### config.mk
export PLATFORM = sky130hd
export DESIGN_NAME = nbit_predictor
export DESIGN_NICKNAME = d
export VERILOG_FILES = /design/src/rtl/bp_pkg.sv /design/src/rtl/bp_sat_ctr_next.sv /design/src/rtl/nbit_predictor.sv
export SDC_FILE = /design/constraint.sdc
export NUM_CORES = 1
export LEC_CHECK = 0
export BUFFER_PORTS_ARGS = -buffer_cell sky130_fd_sc_hd__buf_2
export CORE_ASPECT_RATIO = 0.7
export CORE_MARGIN = 2
export CORE_UTILIZATION = 40
export CTS_CLUSTER_SIZE = 30
export DETAILED_ROUTE_END_ITERATION = 10
export PLACE_DENSITY = 0.69
export SYNTH_ARGS = -nofsm -noshare
export SYNTH_HDL_FRONTEND = slang
export SYNTH_SLANG_ARGS = --single-unit
export TNS_END_PERCENT = 1
### constraint.sdc
create_clock -name clk -period 6.6 [get_ports clk]
set_clock_uncertainty 0.05 [all_clocks]
set_input_delay 0.66 -clock clk [delete_from_list [all_inputs] [get_ports clk]]
set_output_delay 0.66 -clock clk [all_outputs]
set_load 0.05 [all_outputs]
### src/rtl/bp_pkg.sv
// Shared counter-encoding constants and helper functions for the n-bit branch predictor.
package bp_pkg;

    localparam int unsigned MaxCtrW = 8;

    typedef logic [MaxCtrW-1:0] ctr_word_t;

    function automatic ctr_word_t ctr_max(input int unsigned w);
        return ctr_word_t'((1 << w) - 1);
    endfunction

    // Weakly-not-taken: one below the taken threshold; a 1-bit counter just resets to 0.
    function automatic ctr_word_t weak_nt_init(input int unsigned w);
        if (w <= 1) begin
            return '0;
        end
        return ctr_word_t'((1 << (w - 1)) - 1);
    endfunction

    function automatic ctr_word_t sat_inc(input ctr_word_t v, input int unsigned w);
        return (v >= ctr_max(w)) ? v : v + ctr_word_t'(1);
    endfunction

endpackage

### src/rtl/bp_sat_ctr_next.sv
// Combinational next-state for one saturating prediction counter.
module bp_sat_ctr_next
    import bp_pkg::*;
#(
    parameter int unsigned CTR_W = 2
) (
    input  logic [CTR_W-1:0] cur,
    input  logic             taken,
    output logic [CTR_W-1:0] nxt
);

    ctr_word_t cur_w;
    ctr_word_t inc_w;
    logic [CTR_W-1:0] dec;

    always_comb begin
        cur_w = '0;
        cur_w[CTR_W-1:0] = cur;
        inc_w = sat_inc(cur_w, CTR_W);
        dec   = (cur == '0) ? cur : cur - CTR_W'(1);
        nxt   = taken ? inc_w[CTR_W-1:0] : dec;
    end

endmodule

### src/rtl/nbit_predictor.sv
// Table of saturating counters predicting branch outcomes, with lookup/mismatch statistics.
// Define NBIT_PREDICTOR_GSHARE_EN to index the table by branchnumber XOR global history.
module nbit_predictor
    import bp_pkg::*;
#(
    parameter int unsigned IDX_W = 4,
    parameter int unsigned CTR_W = 2,
    parameter int unsigned CNT_W = 32
) (
    input  logic             clk,
    input  logic             reset,
    input  logic             valid,
    input  logic [IDX_W-1:0] branchnumber,
    input  logic             in,
    input  logic             clear_stats,
    output logic             pred_valid,
    output logic             predict,
    output logic [CTR_W-1:0] pred_ctr,
    output logic [CNT_W-1:0] mismatch,
    output logic [CNT_W-1:0] lookups
);

    localparam int unsigned Depth = 2 ** IDX_W;
    localparam ctr_word_t InitWord = weak_nt_init(CTR_W);
    localparam logic [CTR_W-1:0] InitVal = InitWord[CTR_W-1:0];
    localparam logic [CNT_W-1:0] CntMax = '1;

    logic [CTR_W-1:0] table_q [Depth];
    logic [IDX_W-1:0] idx;
    logic [CTR_W-1:0] cur_ctr;
    logic [CTR_W-1:0] nxt_ctr;
    logic             cur_pred;

    logic             pred_valid_q;
    logic             predict_q;
    logic [CTR_W-1:0] pred_ctr_q;
    logic [CNT_W-1:0] mismatch_q;
    logic [CNT_W-1:0] lookups_q;

`ifdef NBIT_PREDICTOR_GSHARE_EN
    logic [IDX_W-1:0] ghr_q;

    always_ff @(posedge clk) begin
        if (reset) begin
            ghr_q <= '0;
        end else if (valid) begin
            ghr_q <= (ghr_q << 1) | IDX_W'(in);
        end
    end

    assign idx = branchnumber ^ ghr_q;
`else
    assign idx = branchnumber;
`endif

    assign cur_ctr  = table_q[idx];
    assign cur_pred = cur_ctr[CTR_W-1];

    bp_sat_ctr_next #(
        .CTR_W (CTR_W)
    ) u_ctr_next (
        .cur   (cur_ctr),
        .taken (in),
        .nxt   (nxt_ctr)
    );

    always_ff @(posedge clk) begin
        if (reset) begin
            for (int i = 0; i < Depth; i++) begin
                table_q[i] <= InitVal;
            end
        end else if (valid) begin
            table_q[idx] <= nxt_ctr;
        end
    end

    always_ff @(posedge clk) begin
        if (reset) begin
            pred_valid_q <= 1'b0;
            predict_q    <= 1'b0;
            pred_ctr_q   <= '0;
        end else begin
            pred_valid_q <= valid;
            if (valid) begin
                predict_q  <= cur_pred;
                pred_ctr_q <= cur_ctr;
            end
        end
    end

    // A clear wins over the access that arrives with it, so that access is not counted.
    always_ff @(posedge clk) begin
        if (reset || clear_stats) begin
            mismatch_q <= '0;
            lookups_q  <= '0;
        end else if (valid) begin
            if (lookups_q != CntMax) begin
                lookups_q <= lookups_q + CNT_W'(1);
            end
            if (cur_pred != in && mismatch_q != CntMax) begin
                mismatch_q <= mismatch_q + CNT_W'(1);
            end
        end
    end

    assign pred_valid = pred_valid_q;
    assign predict    = predict_q;
    assign pred_ctr   = pred_ctr_q;
    assign mismatch   = mismatch_q;
    assign lookups    = lookups_q;

endmodule

==> impl_metrics.tcl, run 1 <==
set metrics [dict create \
    die_h_um 98.5 \
    grt_usage_pct 18.9 \
    maxSlewHeadroom_pct 27.7 \
    grt-ovfl-total 0 \
    cp-start-kind "input port" \
    fin_total_pwr_uw 1250 \
    synth_top_family_by_area "simple AND/OR/NAND/NOR gates" \
    vias_per_cell 5.74 \
    drive_gt1_share_pct 18.4 \
    async_flop_share_pct 0 \
    period_share_pct 45.6 \
    vias 4574 \
    max_cap_viol_count 0 \
    area_growth_pct 15.2 \
    fmax_mhz 332 \
    grt_use_met3_pct 4.13 \
    ys_ff_latch 99 \
    synth_cell_types 48 \
    grt_pass1_vias 4132 \
    worstPathRequired_ns 6.82 \
    multi_input_area_sq_um 2640 \
    tritoncts "built" \
    cts.path.max_buffers 2 \
    hold_start "lookups[18]" \
    path_clk_slew_ns 0.07 \
    nets 641 \
    cts_root_buf "clkbuf_16" \
    synth-edff-count 32 \
    hold_class "flop to flop" \
    hold_buffers 0 \
    cp_max_fo 51 \
    r2r-start "mismatch[3]" \
    post_cts_buffers 0 \
    fp-row-count 34 \
    holdPathStages 2 \
    coreArea_sq_um 12400 \
    drt.antenna.violating_nets 0 \
    setup_slack_ns 3.59 \
    die_w_um 139 \
    postLayoutCellArea_sq_um 5880 \
    status "finished clean" \
    dr.pass1.iters 5 \
    reg2reg_depth 6 \
    met2_usage_pct 28.6 \
    die-area_sq_um 13700 \
    busiest_layer "met2" \
    wl_per_cell_um 15.9 \
    rsz0062_at_grt "no" \
    nFillCells 1216 \
    min_to "lookups[18]" \
    dpl_worst_slack_ns 3.27 \
    synth.avg_cell_area_sq_um 8.99 \
    hold_viol_final 0 \
    worstSkewPairLatency_ns 0.34 \
    grtUsageMet1_pct 27.4 \
    grt_start_max_net_pins 60 \
    regArea_sq_um 2300 \
    synthCells 568 \
    synth_area_leaders "dfxtp_1 26%, edfxtp_1 19%, or3_1 4.5%" \
    ff2ff_setup_slack_ns 3.78 \
    antenna_found_initial 0 \
    synthSimpleGateAreaFrac_pct 30.4 \
    leakagePower_uw 0.00200 \
    cellPowerDensity_nw_per_um2 212 \
    synth-xor-area-share_pct 3.26 \
    slew_viol_final 0 \
    worstMarginPinSlew_ns 1.08 \
    yosysMostFrequentCell "dfxtp_1" \
    synth-compound-area-share_pct 10.7 \
    routabilityCongestion 0.820 \
    start_util_pct 41.1 \
    synth.net_count 579 \
    io_buffer_count 76 \
    yosys.area.top_type "dfxtp_1" \
    synth.top_cell.area_share_pct 26.3 \
    ys.flop_type "dfxtp_1" \
    period_minus_slack_ns 3.01 \
    syn_area_sq_um 5100 \
    grt_pass1_wl_um 21100 \
    drtIter0Drc 370 \
    synthMuxAreaShare_pct 6.64 \
    numCtsBuffers 9 \
    dpl-instance-area_sq_um 5590 \
    htree_levels 3 \
    setup_viol 0 \
    max-vdd-ir-drop_mv 0.128 \
    synth.top_cells.by_count "67 x dfxtp_1, 52 x nor2_1, 46 x nand2_1" \
    drc 0 \
    yosysSeqAreaShare_pct 45.1 \
    crit_arrival_ns 3.23 \
    clock-sinks 99 \
    dp_hpwl_um 9120 \
    cts_resized 0 \
    fin_setup_tns_ns 0 \
    finalWirelength_um 12700 \
    antennaDiodeCount 0 \
    worstSetupPathType "input port to flop" \
    end_kind "flop" \
    yosysWarnings 0 \
    r2r_end "mismatch[3]" \
    pin_count 77 \
    synth_adder_area_share_pct 0.686 \
    final_util_pct 47.3 \
]
through the flow:
step                hold WS [ns]  instances
floorplan                  0.643        568
global placement           0.427        781
detailed placement         0.449        781
CTS                        0.459        797
global route               0.489        797
finish                     0.452        797
worst max-delay path: stages:
cell and delay [ns]:
buf_2 0.34, mux2_1 0.38, mux4_2 0.53, mux2i_2 0.29, nor2_2 0.06, buf_4 0.25
or4_1 0.55, a21oi_1 0.15
routing by layer:
layer  routed length, um  vias up
li1                    -     2242
met1                6160     2187
met2                5740      139
met3                 699        6
met4                  91        0
met5                   0        -
logic make-up (layout without fill, tap and decap cells):
| group | count (synthesis) | after routing |
|---|---|---|
| xor gates and xnor gates | 19 | 19 |
| muxes | 24 | 24 |
| adders and majority gates | 3 | 3 |
| and+or+nand+nor | 288 | 288 |
| AOI/OAI and AO/OA | 97 | 97 |
| DFF | 99 | 99 |
| buffers and inverters | 38 | 105 |
sequential cells by signal, indices dropped and copies added (netlist names):
register / flops
table_q: 32
predict: 1
pred_ctr: 1
mismatch: 32
pred_valid: 1
lookups: 32
placed cells by master (no fill, tap or decap), types with 3 or more instances in the layout:
cell type / count
nor2_1: 52
mux4_2: 6
buf_4: 3
nor2b_1: 3
and4_1: 9
nand3_1: 36
nor4_1: 6
xor2_1: 3
nand4_1: 27
clkbuf_16: 9
nand2_1: 46
o31ai_1: 9
or2_2: 7
edfxtp_1: 32
dfxtp_1: 67
o21ai_0: 34
o2111ai_1: 4
and2_1: 5
nand2b_1: 16
xnor2_1: 16
mux2i_1: 6
a21oi_1: 40
inv_1: 10
and3_1: 13
buf_2: 76
mux2_1: 7
o211ai_1: 4
nor3_1: 17
or3_1: 37
or4_1: 7
cell type report:
type	instances	share of cell area, %
Clock buffer	10	3.91
Multi-Input combinational cell	431	44.9
Sequential cell	99	39.1
Timing Repair Buffer	79	6.85
Inverter	10	0.638
Tap cell	162	3.45
Clock inverter	6	1.11
where the power goes:
group / leakage, uW / switching [uW] / internal (uW)
sequential: 0.000820 / 3.92 / 634
clock: 0.000142 / 229 / 296
combinational: 0.00104 / 62.6 / 24.5
worst max-delay path by stage:
stage	start	endpoint	slack, ns	cells after the start
floorplan	branchnumber[1]	mismatch[23]	3.71	9
global placement	branchnumber[1]	mismatch[11]	3.39	8
detailed placement	branchnumber[1]	mismatch[31]	3.27	8
CTS	branchnumber[1]	mismatch[31]	3.62	8
global route	branchnumber[1]	mismatch[11]	3.46	8
finish	branchnumber[1]	mismatch[31]	3.59	8
Note: power is estimated with default switching activity, not from simulation.
==> run 2, diff against run 1 <==
ABC_AREA = 1   (was default)
PLACE_DENSITY = 0.71   (was 0.69)
clock period = 2.7 ns   (was 6.6 ns; I/O delays follow)
==> run 2 against run 1 <==
Effect of this change:
- sequential cell count unchanged
- via count up 25%
- wire length up 28%
- worst setup slack worse by 3.2 ns
- non-clock buffer count up 5
- sequential power up 140%
- die area up 13%
- final area up 13%
- utilization up 0.078 points
- largest power group unchanged
==> impl_metrics.tcl, run 2 <==
set metrics [dict create \
    status "finished clean" \
    clock-sinks 99 \
    start_util_pct 41.3 \
    synth.top_cell.area_share_pct 23.2 \
    drtIter0Drc 596 \
    p_sw_uw 804 \
    io_buffer_count 76 \
    finalNonFillerCells 1116 \
    layout_common_cells "314 x nand2_1, 124 x nor2_1, 76 x buf_2, 67 x dfxtp_1, 62 x inv_1" \
    vias 5723 \
    nets 932 \
    period_share_pct 87.1 \
    ys.flop_type "dfxtp_1" \
    p_clk_share_pct 43.8 \
    synth.net_count 866 \
    die_w_um 148 \
    rsz0062_at_grt "no" \
    fmax_mhz 425 \
    intPower_uw 2450 \
    drive_gt1_share_pct 13.2 \
    async_flop_share_pct 0 \
    drc 0 \
    path_clk_slew_ns 0.07 \
    grt_usage_pct 21.3 \
    placed_cells 1100 \
    worstSetupPathType "flop to flop" \
    synth_area_leaders "dfxtp_1 23%, nand2_1 20%, edfxtp_1 17%" \
    ys_ff_latch 99 \
    area_growth_pct 14.7 \
    cp-start-kind "flop" \
    syn_area_sq_um 5790 \
    hold_ws_ns 0.164 \
    yosysSeqAreaShare_pct 39.8 \
    routabilityCongestion 0.956 \
    yosysMostFrequentCell "nand2_1" \
    coreArea_sq_um 14000 \
    worstPathRequired_ns 2.92 \
    leakagePower_uw 0.00256 \
    numCtsBuffers 9 \
    hold_class "input port to flop" \
    dp_hpwl_um 11800 \
    cp_max_fo 33 \
    fin_total_pwr_uw 3250 \
    htree_levels 3 \
    cts.path.max_buffers 2 \
    die_h_um 105 \
    hold_buffers 0 \
    grt_pass1_vias 4997 \
    max-vdd-ir-drop_mv 0.313 \
    cts_root_buf "clkbuf_16" \
    grt_pass1_wl_um 26400 \
    layout_commonest_cell "nand2_1" \
    sw_frac_of_total_pct 24.7 \
    yosys.area.top_type "dfxtp_1" \
    end_kind "flop" \
    tritoncts "built" \
    synth_cell_types 36 \
    synth.avg_cell_area_sq_um 6.77 \
    postLayoutCellArea_sq_um 6640 \
    grt-ovfl-total 0 \
    crit_arrival_ns 2.57 \
    maxSlewHeadroom_pct 60.2 \
    drt.antenna.violating_nets 0 \
    max_cap_viol_count 0 \
    dpl-instance-area_sq_um 6320 \
    grt_start_max_net_pins 52 \
    finalWirelength_um 16300 \
    cellPowerDensity_nw_per_um2 490 \
    comb_power_share_pct 8.2 \
    worstMarginPinSlew_ns 0.597 \
    wl_per_cell_um 14.6 \
    fp-row-count 36 \
    setup_viol 0 \
    fin_setup_tns_ns 0 \
    synthCells 855 \
    pin_count 77 \
    vias_per_cell 5.13 \
    nFillCells 1412 \
    hold_viol_final 0 \
    worstSkewPairLatency_ns 0.35 \
    synth.top_cells.by_count "314 x nand2_1, 124 x nor2_1, 67 x dfxtp_1" \
    antenna_found_initial 0 \
    slew_viol_final 0 \
    die-area_sq_um 15500 \
    antennaDiodeCount 0 \
    yosysWarnings 0 \
    period_minus_slack_ns 2.35 \
    dr.pass1.iters 5 \
    seq_power_share_pct 48.0 \
    synth-edff-count 32 \
]
==> run 2: cell types whose count changed in the layout (fill, tap and decap cells not counted), moves of 23 or more <==
cell	delta
nand2_1	+268
nor2_1	+72
inv_1	+52
or3_1	-37
o21ai_0	-25
xor2_1	+23
==> run 2: power groups by stage <==
stage	Clock [uW]	Sequential, uW	Combinational, uW
5_1_grt	1510	1560	291
4_1_cts	1450	1560	262
6_report	1430	1560	267
2_1_floorplan	0	1610	184
3_5_place_dp	0	1600	262
3_3_place_gp	0	1600	260
==> run 2: cell type report <==
type                       instances  area, sq um  share of cell area, %
timing repair buffer              84          453                   6.82
clock inverter                     6         85.1                   1.28
tap                              190          238                   3.58
multi-input combinational        658         3060                   46.1
sequential                        99         2300                   34.7
clock buffer                      10          239                   3.60
inverter                          69          262                   3.94
==> run 2: cells by family (layout without fill, tap and decap cells) <==
logic type / Yosys count / count (layout) / synth area share, %
buf+inv: 98 / 169 / 7.31
compound gates: 81 / 81 / 7.76
flops: 99 / 99 / 39.8
simple gates: 542 / 542 / 39.7
xor+xnor: 33 / 33 / 4.99
fa+ha+maj: 2 / 2 / 0.432
==> run 2: through the flow <==
step / setup slack, ns / utilization [%]
floorplan: 0.450 / -
global placement: 0.308 / 45.1
detailed placement: 0.307 / 45.1
CTS: 0.270 / 47.4
global route: 0.111 / 47.4
finish: 0.349 / 47.4
==> run 2: metal layers <==
layer / part of all wire (%) / up-vias / track usage (%)
li1: - / 2890 / -
met1: 52 / 2614 / 34.3
met2: 40 / 207 / 28.8
met3: 7.6 / 12 / 4.10
met4: 0.79 / 0 / 4.60
met5: 0 / - / 0
==> run 2: path summary, 6_finish.rpt <==
kind / startpoint / to / slack (ns) / depth (start not counted)
worst max-delay path: mismatch[0] / mismatch[26] / 0.35 / 12
worst min-delay path: reset / pred_valid / 0.16 / 2
worst max register to register: mismatch[0] / mismatch[26] / 0.35 / 12
worst min register to register: lookups[6] / lookups[6] / 0.45 / 2
==> run 2: repair_timing <==
item                                    in CTS  in global routing
buffers inserted                             0                  0
endpoints found under the setup margin       0                  1
hold endpoints to repair                     0                  0
resized for setup                            0                  2
==> run 2: critical path: stages (launching register included) <==
cell	delay [ns]
dfxtp_1	0.43
ha_1	0.29
nand3_2	0.16
inv_2	0.14
nand2_2	0.08
nor2_1	0.19
nand3b_1	0.12
nand2_1	0.11
inv_4	0.14
nand3_2	0.14
buf_12	0.19
nand2_1	0.07
a21oi_1	0.12
==> run 3, diff against run 2 <==
CORE_ASPECT_RATIO = 0.6   (was 0.7)
==> run 3 against run 2 <==
Effect of this change:
- first-iteration DRC count decreased by 20%
- cell count grew 0.27%
- sequential cell count unchanged
- register-to-register slack barely moved
- power decreased by 7.0%
==> impl_metrics.tcl, run 3 (synthesis results as in run 2) <==
set metrics [dict create \
    grt_usage_pct 21.1 \
    antenna_found_initial 0 \
    layout_common_cells "314 x nand2_1, 124 x nor2_1, 76 x buf_2, 67 x dfxtp_1, 62 x inv_1" \
    grt-ovfl-total 0 \
    comb_power_share_pct 8.6 \
    r2r-start "mismatch[0]" \
    drtIter0Drc 478 \
    grtUsageMet1_pct 33.8 \
    tritoncts "built" \
    min_to "pred_valid" \
    worstSkewPairLatency_ns 0.35 \
    p_sw_uw 791 \
    path_clk_slew_ns 0.07 \
    io_buffer_count 76 \
    wl_per_cell_um 14.3 \
    worstPathRequired_ns 2.89 \
    clock-sinks 99 \
    leakagePower_uw 0.00252 \
    met2_usage_pct 27.8 \
    grt_pass1_vias 5136 \
    drt.antenna.violating_nets 0 \
    nets 933 \
    hold_start "reset" \
    rsz0062_at_grt "no" \
    grt_start_max_net_pins 34 \
    post_cts_buffers 0 \
    cp_max_fo 33 \
    worstMarginPinSlew_ns 0.663 \
    cts.path.max_buffers 2 \
    cp-start-kind "flop" \
    die_h_um 97.2 \
    seq_power_share_pct 51.6 \
    finalWirelength_um 16000 \
    dpl_worst_slack_ns 0.326 \
    drive_gt1_share_pct 13.1 \
    sw_frac_of_total_pct 26.1 \
    p_clk_share_pct 39.8 \
    holdPathStages 2 \
    fmax_mhz 428 \
    ff2ff_setup_slack_ns 0.36 \
    area_growth_pct 13.7 \
    antennaDiodeCount 0 \
    pin_count 77 \
    worstSetupPathType "flop to flop" \
    maxSlewHeadroom_pct 55.7 \
    grt_pass1_wl_um 26600 \
    cts_resized 0 \
    die_w_um 159 \
    period_minus_slack_ns 2.34 \
    vias_per_cell 5.07 \
    hold_buffers 0 \
    start_util_pct 41.7 \
    final_util_pct 47.5 \
    fin_total_pwr_uw 3030 \
    layout_commonest_cell "nand2_1" \
    crit_arrival_ns 2.53 \
    dp_hpwl_um 11900 \
    numCtsBuffers 9 \
    setup_viol 0 \
    cts_root_buf "clkbuf_16" \
    hold_viol_final 0 \
    end_kind "flop" \
    r2r_end "mismatch[0]" \
    die-area_sq_um 15500 \
    fp-row-count 33 \
    coreArea_sq_um 13900 \
    hold_class "input port to flop" \
    period_share_pct 86.6 \
    drc 0 \
    routabilityCongestion 0.934 \
    vias 5668 \
    setup_slack_ns 0.362 \
    reg2reg_depth 12 \
    max-vdd-ir-drop_mv 0.260 \
    status "finished clean" \
    fin_setup_tns_ns 0 \
    busiest_layer "met1" \
    intPower_uw 2230 \
    dr.pass1.iters 4 \
    slew_viol_final 0 \
    grt_use_met3_pct 5.25 \
    htree_levels 3 \
    max_cap_viol_count 0 \
    cellPowerDensity_nw_per_um2 460 \
]
==> run 3: cell count changes in the layout (fill, tap and decap cells not counted), moves of 2 or more <==
cell	change
clkinvlp_4	+2
buf_4	+2
bufinv_16	-2
clkinv_2	-2
inv_4	-2
==> run 3: area by class of cell <==
cell class | count | area [sq um]
Clock buffer | 10 | 229
Tap cell | 192 | 240
Multi-Input combinational cell | 658 | 3060
Sequential cell | 99 | 2300
Fill cell | 1478 | 7290
Clock inverter | 6 | 41.3
Inverter | 69 | 259
Timing Repair Buffer | 85 | 448
==> run 3: how the worst max path moves through the flow <==
stage,startpoint,endpoint,slack (ns),cells after the start
after detailed placement,branchnumber[0],mismatch[0],0.33,12
final,mismatch[0],mismatch[0],0.36,12
after global placement,branchnumber[0],mismatch[0],0.34,12
after CTS,mismatch[0],mismatch[20],0.37,11
after floorplan,lookups[1],lookups[28],0.45,10
after global routing,mismatch[0],mismatch[7],0.07,11
==> run 3: through the flow <==
step,cell area (sq um),hold slack (ns),cells
CTS,6580,0.142,1119
global route,6580,0.145,1119
floorplan,5790,0.327,855
finish,6580,0.155,1119
detailed placement,6310,0.439,1103
global placement,6310,0.439,1103
==> run 3: power groups by stage <==
stage	clock network (uW)	registers (uW)	logic, uW
floorplan	0	1610	184
global placement	0	1600	258
detailed placement	0	1600	258
CTS	1230	1560	259
global route	1290	1560	286
finish	1200	1560	259
==> run 3: layer usage <==
| layer | share of wire, % | vias up |
|---|---|---|
| met1 | 54 | 2561 |
| met5 | 0 | - |
| li1 | - | 2893 |
| met2 | 37 | 202 |
| met3 | 7.8 | 12 |
| met4 | 0.72 | 0 |
==> run 3: critical path: stages (launching register included) <==
cell and delay (ns):
dfxtp_1 0.44, ha_1 0.29, nand3_2 0.15, inv_2 0.14
nand2_2 0.09, nor2_1 0.18, nand3b_1 0.10, nand2_1 0.08
inv_2 0.04, nand3_2 0.43, nand2_1 0.10, nand2_1 0.09
nor2_1 0.04
